==> src/rtl/nn_param_loader.sv <==
// nn_param_loader: serial loader for one neural-network layer's parameters.
// Words stream in one per accepted handshake and shift down a single register
// chain. Word k = n*WPN + j holds w[n][j] for j<INPUTS, b[n] for j=INPUTS and
// th[n] for j=INPUTS+1. The whole set is exposed as a flat bus to the neuron
// datapath. Once loaded, the chain can be rotated for circular readback
// through out_data, and cleared synchronously.
module nn_param_loader #(
   parameter int WIDTH   = 8,
   parameter int NEURONS = 4,
   parameter int INPUTS  = 4,
   localparam int WPN    = INPUTS + 2,
   localparam int DEPTH  = NEURONS * WPN,
   localparam int CW     = $clog2(DEPTH + 1),
   localparam int RW     = $clog2(DEPTH)
) (
   input  logic                     clk,
   input  logic                     reset,
   input  logic [1:0]               mode,
   input  logic                     in_valid,
   input  logic [WIDTH-1:0]         in_data,
   output logic                     in_ready,
   output logic [DEPTH*WIDTH-1:0]   params_flat,
   output logic [WIDTH-1:0]         out_data,
   output logic [CW-1:0]            load_count,
   output logic                     load_done,
   output logic [RW-1:0]            rot_idx
);

   // Operating mode, sampled every cycle; no idle gap is needed between modes.
   typedef enum logic [1:0] {
      MODE_HOLD   = 2'b00,
      MODE_LOAD   = 2'b01,
      MODE_ROTATE = 2'b10,
      MODE_CLEAR  = 2'b11
   } mode_e;

   // Parameter chain, load counter and rotation index.
   logic [WIDTH-1:0] r_words [DEPTH];
   logic [CW-1:0]    r_load_count;
   logic [RW-1:0]    r_rot_idx;

   logic             w_load_done;
   logic             w_ready;
   logic             w_accept;
   logic             w_rotate;
   logic             w_clear;
   mode_e            w_mode;

   // Handshake: a word transfers on a rising edge exactly when in_valid and
   // in_ready are both high in the cycle before it. in_ready depends only on
   // mode and the completion flag, never on in_valid, so the producer may
   // hold in_valid and data steady until it sees in_ready. A refused word
   // leaves the chain and counter untouched.
   assign w_mode      = mode_e'(mode);
   assign w_load_done = (r_load_count == CW'(DEPTH));
   assign w_ready     = (w_mode == MODE_LOAD) && !w_load_done;
   assign w_accept    = in_valid && w_ready;
   assign w_rotate    = (w_mode == MODE_ROTATE) && w_load_done;
   assign w_clear     = (w_mode == MODE_CLEAR);

   // Shift chain: load shifts new words in at the tail, rotate recirculates the head.
   always_ff @(posedge clk) begin
      if (reset || w_clear) begin
         for (int k = 0; k < DEPTH; k++) begin
            r_words[k] <= '0;
         end
      end else if (w_accept) begin
         for (int k = 0; k < DEPTH - 1; k++) begin
            r_words[k] <= r_words[k+1];
         end
         r_words[DEPTH-1] <= in_data;
      end else if (w_rotate) begin
         for (int k = 0; k < DEPTH - 1; k++) begin
            r_words[k] <= r_words[k+1];
         end
         r_words[DEPTH-1] <= r_words[0];
      end
   end

   // Count accepted words; saturates naturally because in_ready drops at DEPTH.
   always_ff @(posedge clk) begin
      if (reset || w_clear) begin
         r_load_count <= '0;
      end else if (w_accept) begin
         r_load_count <= r_load_count + CW'(1);
      end
   end

   // Track which original word sits at the head while rotating, wrapping at DEPTH.
   always_ff @(posedge clk) begin
      if (reset || w_clear) begin
         r_rot_idx <= '0;
      end else if (w_rotate) begin
         if (r_rot_idx == RW'(DEPTH - 1)) begin
            r_rot_idx <= '0;
         end else begin
            r_rot_idx <= r_rot_idx + RW'(1);
         end
      end
   end

   // Flatten the chain: word k occupies bits [k*WIDTH +: WIDTH].
   always_comb begin
      params_flat = '0;
      for (int k = 0; k < DEPTH; k++) begin
         params_flat[k*WIDTH +: WIDTH] = r_words[k];
      end
   end

   assign in_ready   = w_ready;
   assign out_data   = r_words[0];
   assign load_count = r_load_count;
   assign load_done  = w_load_done;
   assign rot_idx    = r_rot_idx;

endmodule

==> config.mk <==
export PLATFORM = sky130hd
export DESIGN_NAME = nn_param_loader
export DESIGN_NICKNAME = d
export VERILOG_FILES = /design/src/rtl/nn_param_loader.sv
export SDC_FILE = /design/constraint.sdc
export NUM_CORES = 1
export LEC_CHECK = 0
export CORE_MARGIN = 8
export CORE_UTILIZATION = 40
export DETAILED_ROUTE_END_ITERATION = 7
export DONT_BUFFER_PORTS = 1
export HOLD_SLACK_MARGIN = 0.15
export SYNTH_ARGS = -nofsm -noshare
export SYNTH_HDL_FRONTEND = slang
export SYNTH_SLANG_ARGS = --single-unit
==> constraint.sdc <==
create_clock -name clk -period 6.75 [get_ports clk]
set_clock_uncertainty 0.15 [all_clocks]
set_input_delay 1.35 -clock clk [delete_from_list [all_inputs] [get_ports clk]]
set_output_delay 1.35 -clock clk [all_outputs]
set_load 0.01 [all_outputs]
# [Yosys cells after proc, flatten, opt, wreduce, memory -nomap -nowiden]
# Memories as Yosys holds them, arrays and structs flattened.
# Cells that the tools add are included.
[totals] ramBits=192 reg_bits=10 output_inout_bits=212 mem_count=1 inputBits=13
[op_classes] n_mux=58 bitwise=48 n_eq_ne=5 add_sub_neg=2 reduce_logical=5
[mem_list] name="r_words" depth=24 word_bits=8 rd=24 rd_ports_with_merged_regs=0 wr=24 line_no="38" source="logic [WIDTH-1:0] r_words [DEPTH];"
[ops] cell="$mux 8" n=48
[ops] cell="$or 1x1->1" n=48
[ops] cell="$add 5x1->5 const B" n=2
[ops] cell="$eq 5x5->1 const B" n=2
[ops] cell="$mux 1" n=9
[ops] cell="$mux 5" n=1
[ops] cell="$eq 2x2->1 const B" n=2
[ops] cell="$logic_and 1x1->1" n=3
[ops] cell="$eq 2x1->1 const B" n=1
[ops] cell="$logic_not 1->1" n=1
[ops] cell="$logic_or 1x1->1" n=1

# [Longest topological paths before layout]
# Gate-level depths: netlist (run 1).
[logic_depth] ltp_word=9 depth_mapped=7

# [Least setup slack after synthesis (run 1)]
# Ideal clock, no wire load.
[synth_timing] kind="input-to-reg" start="input port mode[0]" end="memory r_words[0][0] (enable)" slack_ps=-99 t_required_ps=5114 n_path_buf=3 setup_ps=1486 stages=6 arrival_ps=5213 cell_sequence="clkbuf_2 and2b_1 mux2i_4 buf_6 buf_6 nand2_1"
[synth_lines] item="start: declaration" line_no="18" source="input logic [1:0] mode,"
[synth_lines] item="end: declaration" line_no="38"

# [Worst setup path in the final report (run 1)]
[layout_timing] start="register r_load_count[0] (netlist: load_count[0])" end="output port in_ready"
[layout_via] elab_chain_cells=3
[layout_lines] item="start: declaration" line_no="39" source="logic [CW-1:0] r_load_count;"
[layout_lines] item="start signal: assignment" line_no="85" source="r_load_count <= r_load_count + CW'(1);"
[layout_lines] item="$eq 5x5->1" line_no="55" source="assign w_load_done = (r_load_count == CW'(DEPTH));"
[layout_lines] item="named net load_done" line_no="25" source="output logic load_done,"
[layout_lines] item="$logic_not 1->1" line_no="56" source="assign w_ready = (w_mode == MODE_LOAD) && !w_load_done;"
[layout_lines] item="$logic_and 1x1->1" line_no="56"
[layout_lines] item="end: declaration" line_no="21" source="output logic in_ready,"
# The timed path passes the listed nets, and every way through them passes these cells.

==> results of run 1 <==
## power breakdown
group	switching (W)	internal [W]	total, W
combinational	0.0000630	0.0000372	0.000100
clock	0.000473	0.000698	0.00117
sequential	0.000107	0.00146	0.00157
## sequential cells by signal (all words and copies together) (netlist names)
signal,cells
r_words,192
load_count,5
rot_idx,5
## area by class of cell
class | count | area share
clock buffer | 27 | 0.0614
clock inverter | 13 | 0.0121
inverter | 4 | 0.00156
multi-input combinational | 260 | 0.264
sequential | 202 | 0.620
tap | 280 | 0.0364
timing repair buffer | 4 | 0.00442
## stage by stage
step	power, W	cells
after floorplan	0.00168	515
after global placement	0.00170	750
after detailed placement	0.00171	750
after CTS	0.00289	790
after global routing	0.00294	790
final	0.00284	790
## synth_stat cells, types with 2 or more instances
library cell and n:
ha_1 3, and2_1 40, buf_4 9, nand4_1 2, or3_1 3, inv_1 4, nand3_1 4, edfxtp_1 192
o21ai_0 6, buf_2 7, dfxtp_1 10, nor3b_1 7, a21oi_1 16, nor2_1 9, a211oi_1 8, nand3b_1 3
nand4b_1 3, clkbuf_1 16, nor3b_2 138, buf_12 11, nand2_1 6, buf_6 5, mux2i_1 2
## critical path: stages (launching register included)
cell and delay, ns:
dfxtp_1 0.46, inv_1 0.10, ha_1 0.24, nand4b_4 0.17, inv_1 0.29, nor3b_1 0.47
## logic make-up (layout without fill, tap and decap cells)
logic type               count (synthesis)  after routing  synth area share
flip-flops                             202            202             0.667
AO/OA/AOI/OAI                           33             33            0.0217
adder cells (fa/ha/maj)                  3              3           0.00420
buffers and inverters                   53             48            0.0513
AND/OR/NAND/NOR                        221            221             0.251
multiplexers                             3              3           0.00476
## routing by layer
layer  GRT usage  wire [um]  up-vias
li1            -          -     1893
met1       0.151       6860     2110
met2       0.227      10000      168
met3      0.0540       2150       21
met4      0.0381        315        0
met5           0          0        -
## final timing paths
| kind | end | cells after the start | slack [ns] | from |
|---|---|---|---|---|
| worst max-delay path | in_ready | 5 | 3.03 | load_count[0] |
| worst min-delay path | rot_idx[4] | 2 | 0.40 | rot_idx[4] |
| worst max register to register | r_words[0][138] | 6 | 3.53 | load_count[0] |
| worst min register to register | rot_idx[4] | 2 | 0.40 | rot_idx[4] |
==> flow_metrics.py, run 1 <==
metrics = {
    "status": {
        "status": "finished clean",
    },
    "synth": {
        "async_flop_share": 0,
        "yosysUniqueCellTypes": 34,
        "synth_nets": 531,
        "synth_flop_cell": "edfxtp_1",
        "syn_inst": 515,
        "yosysWarnings": 0,
        "synth_seq_cells": 202,
        "netlist.top_cell.by_area": "edfxtp_1",
        "synth_area_leaders": "edfxtp_1 64%, nor3b_2 19%, and2_1 2.8%",
        "syn_area_mm2": 0.00894,
        "avgSynthCellArea_um2": 17.4,
        "synth_seq_area_share": 0.667,
        "synth_top_area_share": 0.645,
        "synth_edf_count": 192,
    },
    "setup_path": {
        "end_kind": "output pin",
        "crit_required_ns": 5.25,
        "crit_fanout": 16,
        "critPathKind": "flip-flop to output pin",
        "critPathArrivalTime_ns": 2.22,
        "start_kind": "flip-flop",
    },
    "routing": {
        "drc": 0,
        "drtIter0Drc": 338,
        "dr_total_vias": 4192,
        "first_pass_iters": 4,
        "viasPerCell": 5.31,
        "ant_nets": 0,
        "wire_per_inst_um": 24.5,
        "wirelength_mm": 19.3,
    },
    "grt": {
        "first_global_vias": 4292,
        "gr-usage-all-layers": 0.133,
        "grt_pass1_wl_mm": 28.2,
        "grt_overflow": 0,
        "antenna_found_initial": 0,
        "grt_max_degree": 155,
    },
    "cells_and_area": {
        "nFillCells": 1939,
        "final_cell_mix": "192 x edfxtp_1, 138 x nor3b_2, 40 x and2_1",
        "antenna_cells": 0,
        "fin_nets": 510,
        "fin_area_mm2": 0.00962,
        "seqCellArea_mm2": 0.00597,
        "syn2layout_area_growth_pct": 7.51,
        "drive_above_1_share": 0.349,
        "utilization": 0.439,
        "multi_input_area_mm2": 0.00254,
        "final_common_cell": "edfxtp_1",
    },
    "sta": {
        "worstMarginPinSlew_ns": 1.14,
        "finalCritPeriodShare": 0.551,
        "hold_slack_ns": 0.405,
        "setup_ws_ns": 3.03,
        "setup_violations": 0,
        "period_needed_ns": 3.72,
        "fin_tns_setup_ns": 0,
        "relSlewSlack": 0.238,
        "max_freq_mhz": 269,
        "rsz0062_at_grt": "no",
        "hold_violations": 0,
        "finalMaxSlewViolations": 0,
    },
    "floorplanning": {
        "initial_utilization": 0.409,
        "die_width_um": 166,
        "core_mm2": 0.0219,
        "die_h_um": 166,
        "rows": 54,
        "dieArea_mm2": 0.0274,
        "io_pins": 225,
    },
    "power_and_ir_drop": {
        "leakage_nw": 3.07,
        "ir_worst_vdd_uv": 142,
        "power.density_mw_per_mm2": 295,
    },
    "placement": {
        "post-place-ws_ns": 2.94,
        "place_area_mm2": 0.00891,
        "hpwl_mm": 12.8,
        "place.gp.congestion": 0.737,
        "portBuffers": 0,
    },
    "clock_tree": {
        "ctsResizeCount": 0,
        "cts_tree": "done",
        "cts.sinks": 202,
        "cts.hold.buffers_added": 0,
        "clk-insertion-delay-late_ns": 0.49,
        "cts.clk_slew.worst_paths_ns": 0.06,
        "cts_buffers": 22,
        "cts_max_path_buffers": 3,
        "postCtsSetupRepairBufs": 0,
        "cts_root_buffer": "clkbuf_16",
        "htreeDepth": 1,
    },
    "hold_path": {
        "hold_class": "flip-flop to flip-flop",
    },
    "run": {
        "drv_cap": 0,
    },
}
No activity file was read; power rests on OpenSTA's default activity.
==> run 2, diff against run 1 <==
Clock period 6.75 ns to 3.1 ns, I/O delays scaled along.
==> flow_metrics.py, run 2 (same netlist as run 1, synthesis figures left out) <==
metrics = {
    "sta": {
        "fin_tns_setup_ns": 0,
        "hold_slack_ns": 0.179,
        "finalCritPeriodShare": 0.875,
        "period_needed_ns": 2.71,
        "rsz0062_at_grt": "no",
        "max_freq_mhz": 369,
        "setup_violations": 0,
        "relSlewSlack": 0.645,
        "hold_violations": 0,
        "finalMaxSlewViolations": 0,
        "worstMarginPinSlew_ns": 0.530,
    },
    "routing": {
        "dr_total_vias": 4254,
        "ant_nets": 0,
        "drtIter0Drc": 382,
        "first_pass_iters": 5,
        "wirelength_mm": 19.3,
        "viasPerCell": 5.34,
        "wire_per_inst_um": 24.3,
        "drc": 0,
    },
    "power_and_ir_drop": {
        "leakage_nw": 3.13,
        "total_power_w": 0.00628,
        "ir_worst_vdd_uv": 436,
        "power.density_mw_per_mm2": 646,
    },
    "floorplanning": {
        "rows": 54,
        "io_pins": 225,
        "die_width_um": 166,
        "dieArea_mm2": 0.0274,
        "die_h_um": 166,
        "initial_utilization": 0.409,
        "core_mm2": 0.0219,
    },
    "cells_and_area": {
        "antenna_cells": 0,
        "final_common_cell": "edfxtp_1",
        "drive_above_1_share": 0.362,
        "fin_nets": 517,
        "final_cell_mix": "192 x edfxtp_1, 138 x nor3b_2, 40 x and2_1",
        "top_register": "r_words",
        "syn2layout_area_growth_pct": 8.78,
        "utilization": 0.445,
        "largest_reg_flops": 192,
    },
    "clock_tree": {
        "clk-insertion-delay-late_ns": 0.49,
        "ctsResizeCount": 0,
        "cts.clk_slew.worst_paths_ns": 0.06,
        "postCtsSetupRepairBufs": 0,
        "cts_buffers": 22,
        "cts.hold.buffers_added": 0,
        "cts.sinks": 202,
        "cts_root_buffer": "clkbuf_16",
        "cts_max_path_buffers": 3,
        "cts_tree": "done",
        "htreeDepth": 1,
    },
    "grt": {
        "grt_max_degree": 155,
        "grt_overflow": 0,
        "first_global_vias": 4366,
        "grt_pass1_wl_mm": 28.4,
        "antenna_found_initial": 0,
        "gr-usage-all-layers": 0.134,
    },
    "setup_path": {
        "crit_fanout": 51,
        "critPathKind": "flip-flop to flip-flop",
        "start_kind": "flip-flop",
        "crit_required_ns": 3.18,
        "rrSetupSlack_ns": 0.39,
        "critPathArrivalTime_ns": 2.79,
        "end_kind": "flip-flop",
    },
    "status": {
        "status": "finished clean",
    },
    "placement": {
        "portBuffers": 0,
        "place.gp.congestion": 0.772,
        "hpwl_mm": 13.1,
    },
    "hold_path": {
        "hold_class": "input pin to flip-flop",
    },
    "run": {
        "drv_cap": 0,
    },
}
run 2: cell count changes in the layout (fill, tap and decap cells not counted), sizes merged:
cell,delta
clkinv,-3
buf,+7
bufinv,+1
clkbuf,+1
run 2: power by group:
part           switching [W]  internal (W)  total [W]
registers           0.000232       0.00319    0.00342
clock network        0.00103       0.00161    0.00263
logic               0.000140     0.0000921   0.000232
total                0.00140       0.00488    0.00628
run 2: final timing paths:
path	start	to	cells past startpoint
hold / removal	reset	r_words[0][68]	1
setup / recovery	load_count[0]	r_words[0][46]	7
setup reg to reg	load_count[0]	r_words[0][46]	7
hold reg to reg	rot_idx[4]	rot_idx[4]	2
run 2: critical path, cell delays in order, from the launching register on:
cell and delay [ns]:
dfxtp_1 0.45, inv_1 0.10, ha_1 0.25, nand4b_4 0.17
mux2i_4 0.36, buf_12 0.34, buf_4 0.47, nor3b_2 0.11
run 2: area by class of cell:
cell class | instances | area, um^2
clock inverters | 11 | 136
inverters | 4 | 15.0
multi-input cells | 260 | 2540
repair buffers | 11 | 133
fillers | 1900 | 12200
clock buffers | 28 | 594
well taps | 280 | 350
flip-flops and latches | 202 | 5970
run 2: per-layer routing:
layer | part of all wire | track usage | vias up
met5 | 0 | 0 | -
met4 | 0.014 | 0.0361 | 0
met3 | 0.11 | 0.0595 | 23
met2 | 0.53 | 0.237 | 152
met1 | 0.34 | 0.143 | 2178
li1 | - | - | 1901
run 2: stage by stage:
| stage | setup WS, ns | cells | area (um^2) |
|---|---|---|---|
| after floorplan | 0.378 | 515 | 8960 |
| after global placement | 0.459 | 757 | 9000 |
| after detailed placement | 0.400 | 757 | 9000 |
| after CTS | 0.395 | 796 | 9730 |
| after global routing | 0.233 | 796 | 9730 |
| final | 0.388 | 796 | 9730 |
